## src/rtl/fifo_word_serializer.sv

```systemverilog
// Pops wide words from a valid-yumi FIFO port and streams them LSB-first as
// narrow valid-ready beats, flagging the final beat of each word with last_o.
module fifo_word_serializer #(
    parameter int unsigned IN_WIDTH_P  = 32,
    parameter int unsigned OUT_WIDTH_P = 8
) (
    input  logic                   clk_i,
    input  logic                   reset_n_i,
    input  logic                   valid_i,
    input  logic [IN_WIDTH_P-1:0]  data_i,
    output logic                   yumi_o,
    output logic                   valid_o,
    output logic [OUT_WIDTH_P-1:0] data_o,
    output logic                   last_o,
    input  logic                   ready_i
);

    localparam int unsigned BEATS = IN_WIDTH_P / OUT_WIDTH_P;
    localparam int unsigned CNT_W = ($clog2(BEATS) > 1) ? $clog2(BEATS) : 1;
    localparam logic [CNT_W-1:0] LAST_CNT = CNT_W'(BEATS - 1);

    typedef enum logic {
        IDLE = 1'b0,
        SEND = 1'b1
    } state_t;

    state_t                state_r;
    state_t                state_n;
    logic [IN_WIDTH_P-1:0] word_r;
    logic [IN_WIDTH_P-1:0] word_n;
    logic [CNT_W-1:0]      cnt_r;
    logic [CNT_W-1:0]      cnt_n;
    logic                  is_last;
    logic                  beat_xfer;

    // State register
    always_ff @(posedge clk_i or negedge reset_n_i) begin
        if (!reset_n_i) begin
            state_r <= IDLE;
            word_r  <= '0;
            cnt_r   <= '0;
        end else begin
            state_r <= state_n;
            word_r  <= word_n;
            cnt_r   <= cnt_n;
        end
    end

    assign valid_o   = (state_r == SEND);
    assign is_last   = (cnt_r == LAST_CNT);
    assign last_o    = valid_o & is_last;
    assign beat_xfer = valid_o & ready_i;

    // Beat select: constant-index mux over the held word
    always_comb begin
        data_o = '0;
        for (int unsigned i = 0; i < BEATS; i++) begin
            if (cnt_r == CNT_W'(i)) begin
                data_o = word_r[i*OUT_WIDTH_P +: OUT_WIDTH_P];
            end
        end
    end

    // Next state and pop; yumi_o is gated by reset since IDLE is the reset state
    always_comb begin
        state_n = state_r;
        word_n  = word_r;
        cnt_n   = cnt_r;
        yumi_o  = 1'b0;
        case (state_r)
            IDLE: begin
                if (valid_i) begin
                    yumi_o  = reset_n_i;
                    word_n  = data_i;
                    cnt_n   = '0;
                    state_n = SEND;
                end
            end
            SEND: begin
                if (beat_xfer) begin
                    if (!is_last) begin
                        cnt_n = cnt_r + CNT_W'(1);
                    end else if (valid_i) begin
                        yumi_o = reset_n_i;
                        word_n = data_i;
                        cnt_n  = '0;
                    end else begin
                        state_n = IDLE;
                        cnt_n   = '0;
                    end
                end
            end
            default: begin
                state_n = IDLE;
                cnt_n   = '0;
            end
        endcase
    end

endmodule

```

## config.mk

```make
export PLATFORM = sky130hd
export DESIGN_NAME = fifo_word_serializer
export DESIGN_NICKNAME = d
export VERILOG_FILES = /design/src/rtl/fifo_word_serializer.sv
export SDC_FILE = /design/constraint.sdc
export NUM_CORES = 1
export LEC_CHECK = 0
export BUFFER_PORTS_ARGS = -buffer_cell sky130_fd_sc_hd__buf_2
export CORE_ASPECT_RATIO = 0.7
export CORE_MARGIN = 2
export CORE_UTILIZATION = 45
export CTS_BUF_LIST = sky130_fd_sc_hd__clkbuf_8
export CTS_CLUSTER_DIAMETER = 200
export DETAILED_ROUTE_END_ITERATION = 8
export PLACE_DENSITY = 0.75
export SLEW_MARGIN = 0
export SYNTH_ARGS = -nofsm -noshare
export SYNTH_HDL_FRONTEND = slang
export SYNTH_SLANG_ARGS = --single-unit
```

## constraint.sdc

```tcl
create_clock -name clk_i -period 2.95 [get_ports clk_i]
set_input_delay 0.1475 -clock clk_i [delete_from_list [all_inputs] [get_ports clk_i]]
set_output_delay 0.1475 -clock clk_i [all_outputs]
set_load 0.01 [all_outputs]
```

==> impl_metrics.toml, run 1 <==
[worst_setup_path]
endpoint_kind = "output pin"
reg2reg_from = "cnt_r[0]$_DFFE_PN0P_"
r2r_cells = 4
critPathKind = "register to output pin"
crit_path_max_fanout = 10
path_cells = "inv_1 > ha_1 > nor2b_1 > a22oi_1 > a21oi_1 > buf_2"
cp.required_ns = 2.80
crit_path_max_incr_delay_ns = 0.44
cp_slowest_cell = "nor2b_1"
arrival_ns = 2.02
startpoint = "cnt_r[1]$_DFFE_PN0P_"
worstSetupStartpointType = "register"

[drt]
first_pass_iters = 4
drt-initial-drc-count = 46
drc = 0
route.vias.total = 1116
wl_um = 3490
drtAntennaViolNets = 0
drt-vias-per-instance = 5.05
wl_per_cell_um = 15.8

[place]
port_buffers = 46
pre_cts_ws_ns = 1.00
gp_congestion = 0.851
dpl.cell_count = 212
place_area_mm2 = 0.00197
dpl.hpwl_um = 2600

[final_layout]
layout-drive-gt1-share_pct = 52.6
stdcell_count = 221
final_area_mm2 = 0.00207
nNetsFinal = 210
diodes = 0
syn2layout_area_growth_pct = 20.2
fin_util_pct = 57.7

[logic_synthesis]
synth_warnings = 0
synth.area.mux_share_pct = 27.5
ys_seq_elements = 35
synth_area_mm2 = 0.00172
syn_nets = 161
synth_flop_cell = "dfrtp_1"
synth_cells = 121
synthAdderAreaFrac_pct = 2.91
syn_area_per_cell_um2 = 14.2
synth_cell_type_count = 25
synth_compound_area_share_pct = 9.69
yosysSeqAreaShare_pct = 51.0
synth_xor_area_share_pct = 0
synth_edf_count = 0
synth_top_family_by_area = "multiplexers"
postSynth.asyncResetShare_pct = 100
synthSimpleGateAreaFrac_pct = 5.54

[outcome]
outcome = "complete, no violations"

[floorplan]
die_h_um = 55.7
chipWidth_um = 77.9
start_util_pct = 48.0
num_io_pins = 47
core-area_mm2 = 0.00358
rows = 18
die_area_mm2 = 0.00434

[grt]
grt_pass1_wl_um = 5930
antenna_found_initial = 0
grt_max_degree = 37
grt_pass1_vias = 1226
globalRouteTotalUtil_pct = 18.0
overflow = 0

[sta]
min_period_over_period_pct = 73.5
setup_viol = 0
hold-worst-slack_ns = 0.0875
rsz0062_at_grt = "no"
final_max_slew_viol_count = 0
setup_slack_ns = 0.782
fin_crit_ns = 2.17
max_freq_mhz = 461
slew_headroom_pct = 61.6
fin_worst_skew_ns = 0.00584
tns_ns = 0
finalHoldViolCount = 0
max_slew.worst_pin.slew_ns = 0.576

[power_and_ir_drop]
p_clk_share_pct = 14.7
leakagePower_nw = 1.09
power_mw = 2.25
irDropWorstVdd_uv = 504
seqPwrFrac_pct = 39.4
p_comb_share_pct = 45.9
netSwitchingFraction_pct = 34.7
p_sw_uw = 779
p_int_mw = 1.47
p_per_area_mw_per_mm2 = 1090

[job]
drv_cap = 0

[cts]
numCtsBuffers = 5
path_clk_slew_ns = 0.07
cts_tree = "yes"
root_buffer = "clkbuf_8"
clk_path_buf_depth = 2
clkLatencyLatePin_ns = 0.28
htreeDepth = 2
clock-sinks = 35
cts_setup_buffers = 0
cts_resized = 0

[worst_hold_path]
min_path_cells = 2
min_path_type = "input port to register"
worstHoldStart = "data_i[23]"
[placed cells by master (no fill, tap or decap), drive strengths merged, types with 3 or more instances in the layout]
cell type,instances
nand2b,3
a22oi,7
clkbuf,5
o22ai,7
nand2,4
ha,4
mux2,32
a21oi,7
dfrtp,35
clkinv,3
inv,3
buf,47
nand3,3
[repair_timing]
action / 4_1_cts / 5_1_grt
endpoints found under the hold margin: 35 / 0
hold buffers: 1 / 0
setup endpoints to repair: 0 / 0
[state kept, by name, indices dropped and copies added (netlist names)]
register,flops
word_r,32
cnt_r,2
valid_o,1
[logic make-up (layout without fill, tap and decap cells)]
family	after synthesis	after routing
adder cells (fa/ha/maj)	4	4
buffers and inverters	9	59
multiplexers	32	32
AND/OR/NAND/NOR	16	16
flip-flops	35	35
AO/OA/AOI/OAI	25	25
[final timing paths]
path	slack [ns]	to
setup / recovery	0.78	data_o[5]
hold / removal	0.09	word_r[23]$_DFFE_PN0P_
setup reg to reg	1.02	word_r[6]$_DFFE_PN0P_
hold reg to reg	0.52	word_r[22]$_DFFE_PN0P_
max in group asynchronous	2.20	word_r[12]$_DFFE_PN0P_
min in group asynchronous	0.43	word_r[14]$_DFFE_PN0P_
[Yosys cell counts, drive strengths merged, types with 2 or more instances]
| cell type | count | area (um2) |
|---|---|---|
| dfrtp | 35 | 876 |
| o22ai | 7 | 43.8 |
| clkbuf | 2 | 7.51 |
| a22oi | 7 | 52.6 |
| buf | 4 | 38.8 |
| nand2 | 4 | 22.5 |
| mux2 | 32 | 473 |
| ha | 4 | 50.1 |
| a21oi | 7 | 35.0 |
| nand2b | 3 | 18.8 |
| inv | 3 | 11.3 |
| nand3 | 3 | 15.0 |
[metal layers]
metal | track usage [%] | routed length, um
met5 | 0 | 0
met4 | 6.89 | 65
met3 | 5.84 | 201
met2 | 26.0 | 1530
met1 | 25.1 | 1690
[power groups by stage]
stage                     registers, mW  clock network [mW]  logic [mW]
after detailed placement          0.892                   0        1.04
after floorplan                   0.828                   0       0.793
after global routing              0.920               0.364        1.13
after CTS                         0.886               0.338        1.04
final                             0.886               0.331        1.03
after global placement            0.872                   0        1.01
[cell type report]
class / instances / area [um2]
multi-input cells: 77 / 785
inverters: 3 / 11.3
well taps: 50 / 62.6
repair buffers: 48 / 248
fillers: 307 / 1520
flip-flops and latches: 35 / 876
clock buffers: 5 / 68.8
clock inverters: 3 / 15.0
[worst max-delay path, delay by kind of cell, from the launching register on]
kind | cells | cell delay (ns)
AND/OR/NAND/NOR | 1 | 0.44
flip-flops | 1 | 0.40
AO/OA/AOI/OAI | 2 | 0.36
adder cells (fa/ha/maj) | 1 | 0.30
buffers and inverters | 2 | 0.24
(Power assumes the default switching activity.)
==> run 2, diff against run 1 <==
--- a/config.mk
+++ b/config.mk
@@ -12,7 +12,7 @@
 export CTS_BUF_LIST = sky130_fd_sc_hd__clkbuf_8
 export CTS_CLUSTER_DIAMETER = 200
 export DETAILED_ROUTE_END_ITERATION = 8
-export PLACE_DENSITY = 0.75
+export PLACE_DENSITY = 0.78
 export SLEW_MARGIN = 0
 export SYNTH_ARGS = -nofsm -noshare
 export SYNTH_HDL_FRONTEND = slang
==> constraint.sdc (replaced) <==
create_clock -name clk_i -period 1.95 [get_ports clk_i]
set_input_delay 0.0975 -clock clk_i [delete_from_list [all_inputs] [get_ports clk_i]]
set_output_delay 0.0975 -clock clk_i [all_outputs]
set_load 0.01 [all_outputs]
==> run 2 against run 1 <==
Effect of this change:
- clock power is 130% higher
- hold slack worse by 0.057 ns
- sequential cell count stayed put
- setup slack lost 0.72 ns
- utilization rose by 3.1 points
- critical endpoint is now data_o[2]
- largest power group unchanged
==> impl_metrics.toml, run 2 (synthesized netlist as in run 1, its figures left out) <==
[grt]
globalRouteTotalUtil_pct = 16.9
grt_max_degree = 36
grt_pass1_wl_um = 5550
grt_pass1_vias = 1125
overflow = 0
antenna_found_initial = 0

[worst_setup_path]
r2r-end = "word_r[5]$_DFFE_PN0P_"
setup.worst_path.end = "data_o[2]"
startpoint = "cnt_r[0]$_DFFE_PN0P_"
worstSetupStartpointType = "register"
endpoint_kind = "output pin"
reg2reg_from = "cnt_r[0]$_DFFE_PN0P_"
crit_path_max_fanout = 7
arrival_ns = 1.79
cp.required_ns = 1.85
regToRegSetupSlack_ns = 0.30
r2r_cells = 5
critPathKind = "register to output pin"

[floorplan]
start_util_pct = 48.0
chipWidth_um = 77.9
num_io_pins = 47
core-area_mm2 = 0.00358
rows = 18
die_h_um = 55.7
die_area_mm2 = 0.00434

[sta]
fin_worst_skew_ns = 0.0106
hold-worst-slack_ns = 0.0304
tns_ns = 0
fin_crit_ns = 1.89
max_freq_mhz = 529
min_period_over_period_pct = 96.9
slew_headroom_pct = 68.5
finalHoldViolCount = 0
final_max_slew_viol_count = 0
setup_slack_ns = 0.0606
max_slew.worst_pin.slew_ns = 0.471
setup_viol = 0

[power_and_ir_drop]
p_clk_share_pct = 20.6
power_mw = 3.75
p_int_mw = 2.54
p_sw_mw = 1.21
netSwitchingFraction_pct = 32.4
p_per_area_mw_per_mm2 = 1720
p_comb_share_pct = 43.4
seqPwrFrac_pct = 35.9
leakagePower_nw = 1.13
irDropWorstVdd_uv = 733

[final_layout]
fin_util_pct = 60.8
nNetsFinal = 213
final.fill_count = 265
largest_reg_flops = 32
diodes = 0
final_cell_mix = "46 x buf_2, 34 x dfrtp_1, 30 x mux2_4"
final_common_cell = "buf_2"
layout-drive-gt1-share_pct = 56.3
largest_register = "word_r"
syn2layout_area_growth_pct = 26.8

[drt]
drc = 0
drt-vias-per-instance = 5.12
route.vias.total = 1146
drt-initial-drc-count = 68
first_pass_iters = 4
wl_per_cell_um = 15.9
wl_um = 3570
drtAntennaViolNets = 0

[cts]
root_buffer = "clkbuf_8"
htreeDepth = 2
cts_setup_buffers = 0
clkLatencyLatePin_ns = 0.29
cts_tree = "yes"
clock-sinks = 35
clk_path_buf_depth = 2
path_clk_slew_ns = 0.08
numCtsBuffers = 5

[place]
gp_congestion = 0.845
dpl.hpwl_um = 2660
pre_cts_ws_ns = 0.235
port_buffers = 46

[job]
drv_cap = 0

[outcome]
outcome = "complete, no violations"

[worst_hold_path]
min_path_type = "input port to register"
run 2: cell types whose count changed in the layout (fill, tap and decap cells not counted), moves of 2 or more:
cell and change:
clkinv_2 -3, buf_12 +2, bufinv_16 +2, ha_1 -2, ha_2 +2
run 2: per-layer routing:
metal	up-vias	share of wire [%]	global-route usage, %
met2	35	44	23.9
met5	-	0	0
met1	564	49	23.9
met4	0	0.87	6.12
li1	543	-	-
met3	4	6.4	5.84
run 2: layout make-up:
class / instances / area (um2) / area share (%)
clock inverter: 3 / 67.6 / 3.10
timing repair buffer: 51 / 295 / 13.6
sequential: 35 / 877 / 40.3
inverter: 3 / 11.3 / 0.517
tap: 50 / 62.6 / 2.87
clock buffer: 5 / 68.8 / 3.16
multi-input combinational: 77 / 796 / 36.5
run 2: worst min-delay path by stage:
| stage | depth (start not counted) | startpoint | end |
|---|---|---|---|
| global placement | 2 | reset_n_i | word_r[22]$_DFFE_PN0P_ |
| finish | 2 | data_i[20] | word_r[20]$_DFFE_PN0P_ |
| floorplan | 0 | reset_n_i | cnt_r[0]$_DFFE_PN0P_ |
| detailed placement | 2 | reset_n_i | valid_o$_DFF_PN0_ |
| CTS | 2 | data_i[20] | word_r[20]$_DFFE_PN0P_ |
| global route | 2 | data_i[20] | word_r[20]$_DFFE_PN0P_ |
run 2: critical path, stage by stage (launching register included):
cell	delay, ns
dfrtp_2	0.44
inv_1	0.10
ha_1	0.17
nor2b_2	0.31
a22oi_1	0.12
a21oi_1	0.21
buf_2	0.16
run 2: repair_timing:
action | in CTS | in global routing
hold endpoints to repair | 35 | 0
hold buffers | 1 | 0
endpoints found under the setup margin | 7 | 8
resized for setup | 1 | 5
run 2: power by group through the flow:
stage / Clock (mW) / Sequential, mW / Combinational (mW)
after floorplan: 0 / 1.25 / 1.20
after global placement: 0 / 1.32 / 1.57
after detailed placement: 0 / 1.34 / 1.61
after CTS: 0.785 / 1.33 / 1.62
after global routing: 0.827 / 1.38 / 1.74
final: 0.774 / 1.35 / 1.63
run 2: metrics by stage:
stage / cell area, um2 / instances
6_report: 2180 / 224
4_1_cts: 2170 / 224
5_1_grt: 2180 / 224
3_5_place_dp: 2020 / 215
3_3_place_gp: 2020 / 215
2_1_floorplan: 1720 / 121
==> run 3, diff against run 2 <==
--- a/config.mk
+++ b/config.mk
@@ -5,7 +5,7 @@
 export SDC_FILE = /design/constraint.sdc
 export NUM_CORES = 1
 export LEC_CHECK = 0
-export BUFFER_PORTS_ARGS = -buffer_cell sky130_fd_sc_hd__buf_2
+export BUFFER_PORTS_ARGS = -buffer_cell sky130_fd_sc_hd__clkbuf_2
 export CORE_ASPECT_RATIO = 0.7
 export CORE_MARGIN = 2
 export CORE_UTILIZATION = 45
==> constraint.sdc (replaced) <==
create_clock -name clk_i -period 1.95 [get_ports clk_i]
set_input_delay 0.2925 -clock clk_i [delete_from_list [all_inputs] [get_ports clk_i]]
set_output_delay 0.2925 -clock clk_i [all_outputs]
set_load 0.01 [all_outputs]
==> run 3 against run 2 <==
Effect of this change:
- critical path depth did not move
- global-route usage increased by 1.7 points
- clock power shrank 40%
- sequential cell count stayed put
==> impl_metrics.toml, run 3 (synthesized netlist as in run 1, its figures left out) <==
[grt]
antenna_found_initial = 0
grt_max_degree = 36
overflow = 0
globalRouteTotalUtil_pct = 18.6
grt_pass1_wl_um = 6090
grt_pass1_vias = 1223

[cts]
root_buffer = "clkbuf_8"
numCtsBuffers = 5
clock-sinks = 35
htreeDepth = 2
path_clk_slew_ns = 0.07
clk_path_buf_depth = 2
cts_hold_buffers = 0
clkLatencyLatePin_ns = 0.28
cts_tree = "yes"

[final_layout]
regArea_um2 = 878
nNetsFinal = 215
syn2layout_area_growth_pct = 31.2
largest_register = "word_r"
final_cell_mix = "38 x clkbuf_2, 33 x dfrtp_1, 30 x mux2_4"
final_area_mm2 = 0.00225
stdcell_count = 224
multi_input_area_um2 = 912
final_common_cell = "clkbuf_2"
diodes = 0
largest_reg_flops = 32
final.fill_count = 256
layout-drive-gt1-share_pct = 67.8

[drt]
drc = 0
drtAntennaViolNets = 0
drt-vias-per-instance = 5.21
route.vias.total = 1167
drt-initial-drc-count = 67
first_pass_iters = 4
wl_um = 3850
wl_per_cell_um = 17.2

[floorplan]
die_area_mm2 = 0.00434
die_h_um = 55.7
chipWidth_um = 77.9
rows = 18
num_io_pins = 47
start_util_pct = 48.0
core-area_mm2 = 0.00358

[place]
port_buffers = 46
place_area_mm2 = 0.00203
dpl.hpwl_um = 2690
dpl.cell_count = 216
gp_congestion = 0.862
pre_cts_ws_ns = 0.0677

[power_and_ir_drop]
seqPwrFrac_pct = 36.9
power_mw = 3.82
leakagePower_nw = 1.14
p_per_area_mw_per_mm2 = 1690
p_comb_share_pct = 51.0
irDropWorstVdd_uv = 809
p_sw_mw = 1.37
p_clk_share_pct = 12.1
p_int_mw = 2.45
netSwitchingFraction_pct = 35.9

[worst_setup_path]
arrival_ns = 1.65
crit_path_max_fanout = 7
cp.required_ns = 1.66
worstSetupStartpointType = "register"
endpoint_kind = "output pin"
critPathKind = "register to output pin"

[sta]
fin_worst_skew_ns = 0.00755
rsz0062_at_grt = "yes"
min_period_over_period_pct = 99.6
final_max_slew_viol_count = 0
finalHoldViolCount = 0
setup_slack_ns = 0.00686
setup_viol = 0
slew_headroom_pct = 70.7
fin_crit_ns = 1.94
hold-worst-slack_ns = 0.0575
max_freq_mhz = 515
max_slew.worst_pin.slew_ns = 0.440

[outcome]
outcome = "complete, no violations"

[job]
drv_cap = 0

[worst_hold_path]
min_path_type = "input port to async pin"
## run 3: changes by cell type in the layout (fill, tap and decap cells not counted), moves of 4 or more
| cell | change |
|---|---|
| a22oi_1 | -6 |
| a22oi_2 | +6 |
| buf_2 | -38 |
| clkbuf_2 | +38 |
| o22ai_1 | -4 |
| o22ai_2 | +4 |
## run 3: critical path, cell delays in order (launching register included)
cell and delay [ns]:
dfrtp_2 0.46, inv_4 0.09, ha_4 0.12, nor2b_4 0.26, a22oi_1 0.13, a21oi_1 0.15
buf_2 0.15
## run 3: per-layer routing
layer / vias up / part of all wire (%) / GRT usage (%)
met5: - / 0 / 0
met4: 0 / 2.3 / 7.65
met3: 11 / 6.6 / 6.98
met2: 49 / 45 / 26.0
met1: 562 / 46 / 25.9
li1: 545 / - / -
## run 3: path summary, 6_finish.rpt
check / slack (ns) / cells after the start / start / to
max in group asynchronous: 1.56 / 2 / reset_n_i / cnt_r[0]$_DFFE_PN0P_
hold reg to reg: 0.52 / 1 / word_r[21]$_DFFE_PN0P_ / word_r[21]$_DFFE_PN0P_
min in group clk_i: 0.24 / 2 / data_i[12] / word_r[12]$_DFFE_PN0P_
hold / removal: 0.06 / 2 / reset_n_i / word_r[0]$_DFFE_PN0P_
setup / recovery: 0.007 / 6 / cnt_r[0]$_DFFE_PN0P_ / data_o[5]
setup reg to reg: 0.23 / 5 / cnt_r[0]$_DFFE_PN0P_ / word_r[6]$_DFFE_PN0P_
## run 3: per-stage QoR
stage                     TNS, ns  util (%)
after global placement          0      56.6
after CTS                       0      60.1
after detailed placement        0      56.6
after global routing       -0.229      63.0
final                           0      63.0
after floorplan                 0         -
## run 3: power by group through the flow
stage               registers, mW  clock network (mW)  logic [mW]
floorplan                    1.25                   0        1.20
global placement             1.33                   0        1.59
detailed placement           1.34                   0        1.64
CTS                          1.36               0.474        1.73
global route                 1.45               0.498        2.10
finish                       1.41               0.462        1.95
## run 3: timing repair
item,4_1_cts,5_1_grt
endpoints found under the setup margin,8,8
gates resized for setup,14,28
buffers inserted,1,1
pin swaps,2,12
## run 3: cell type report
class | count | area share (%)
tap | 50 | 2.77
sequential | 35 | 39.0
timing repair buffer | 53 | 13.8
multi-input combinational | 77 | 40.5
clock buffer | 5 | 3.05
inverter | 3 | 0.777
clock inverter | 1 | 0.166
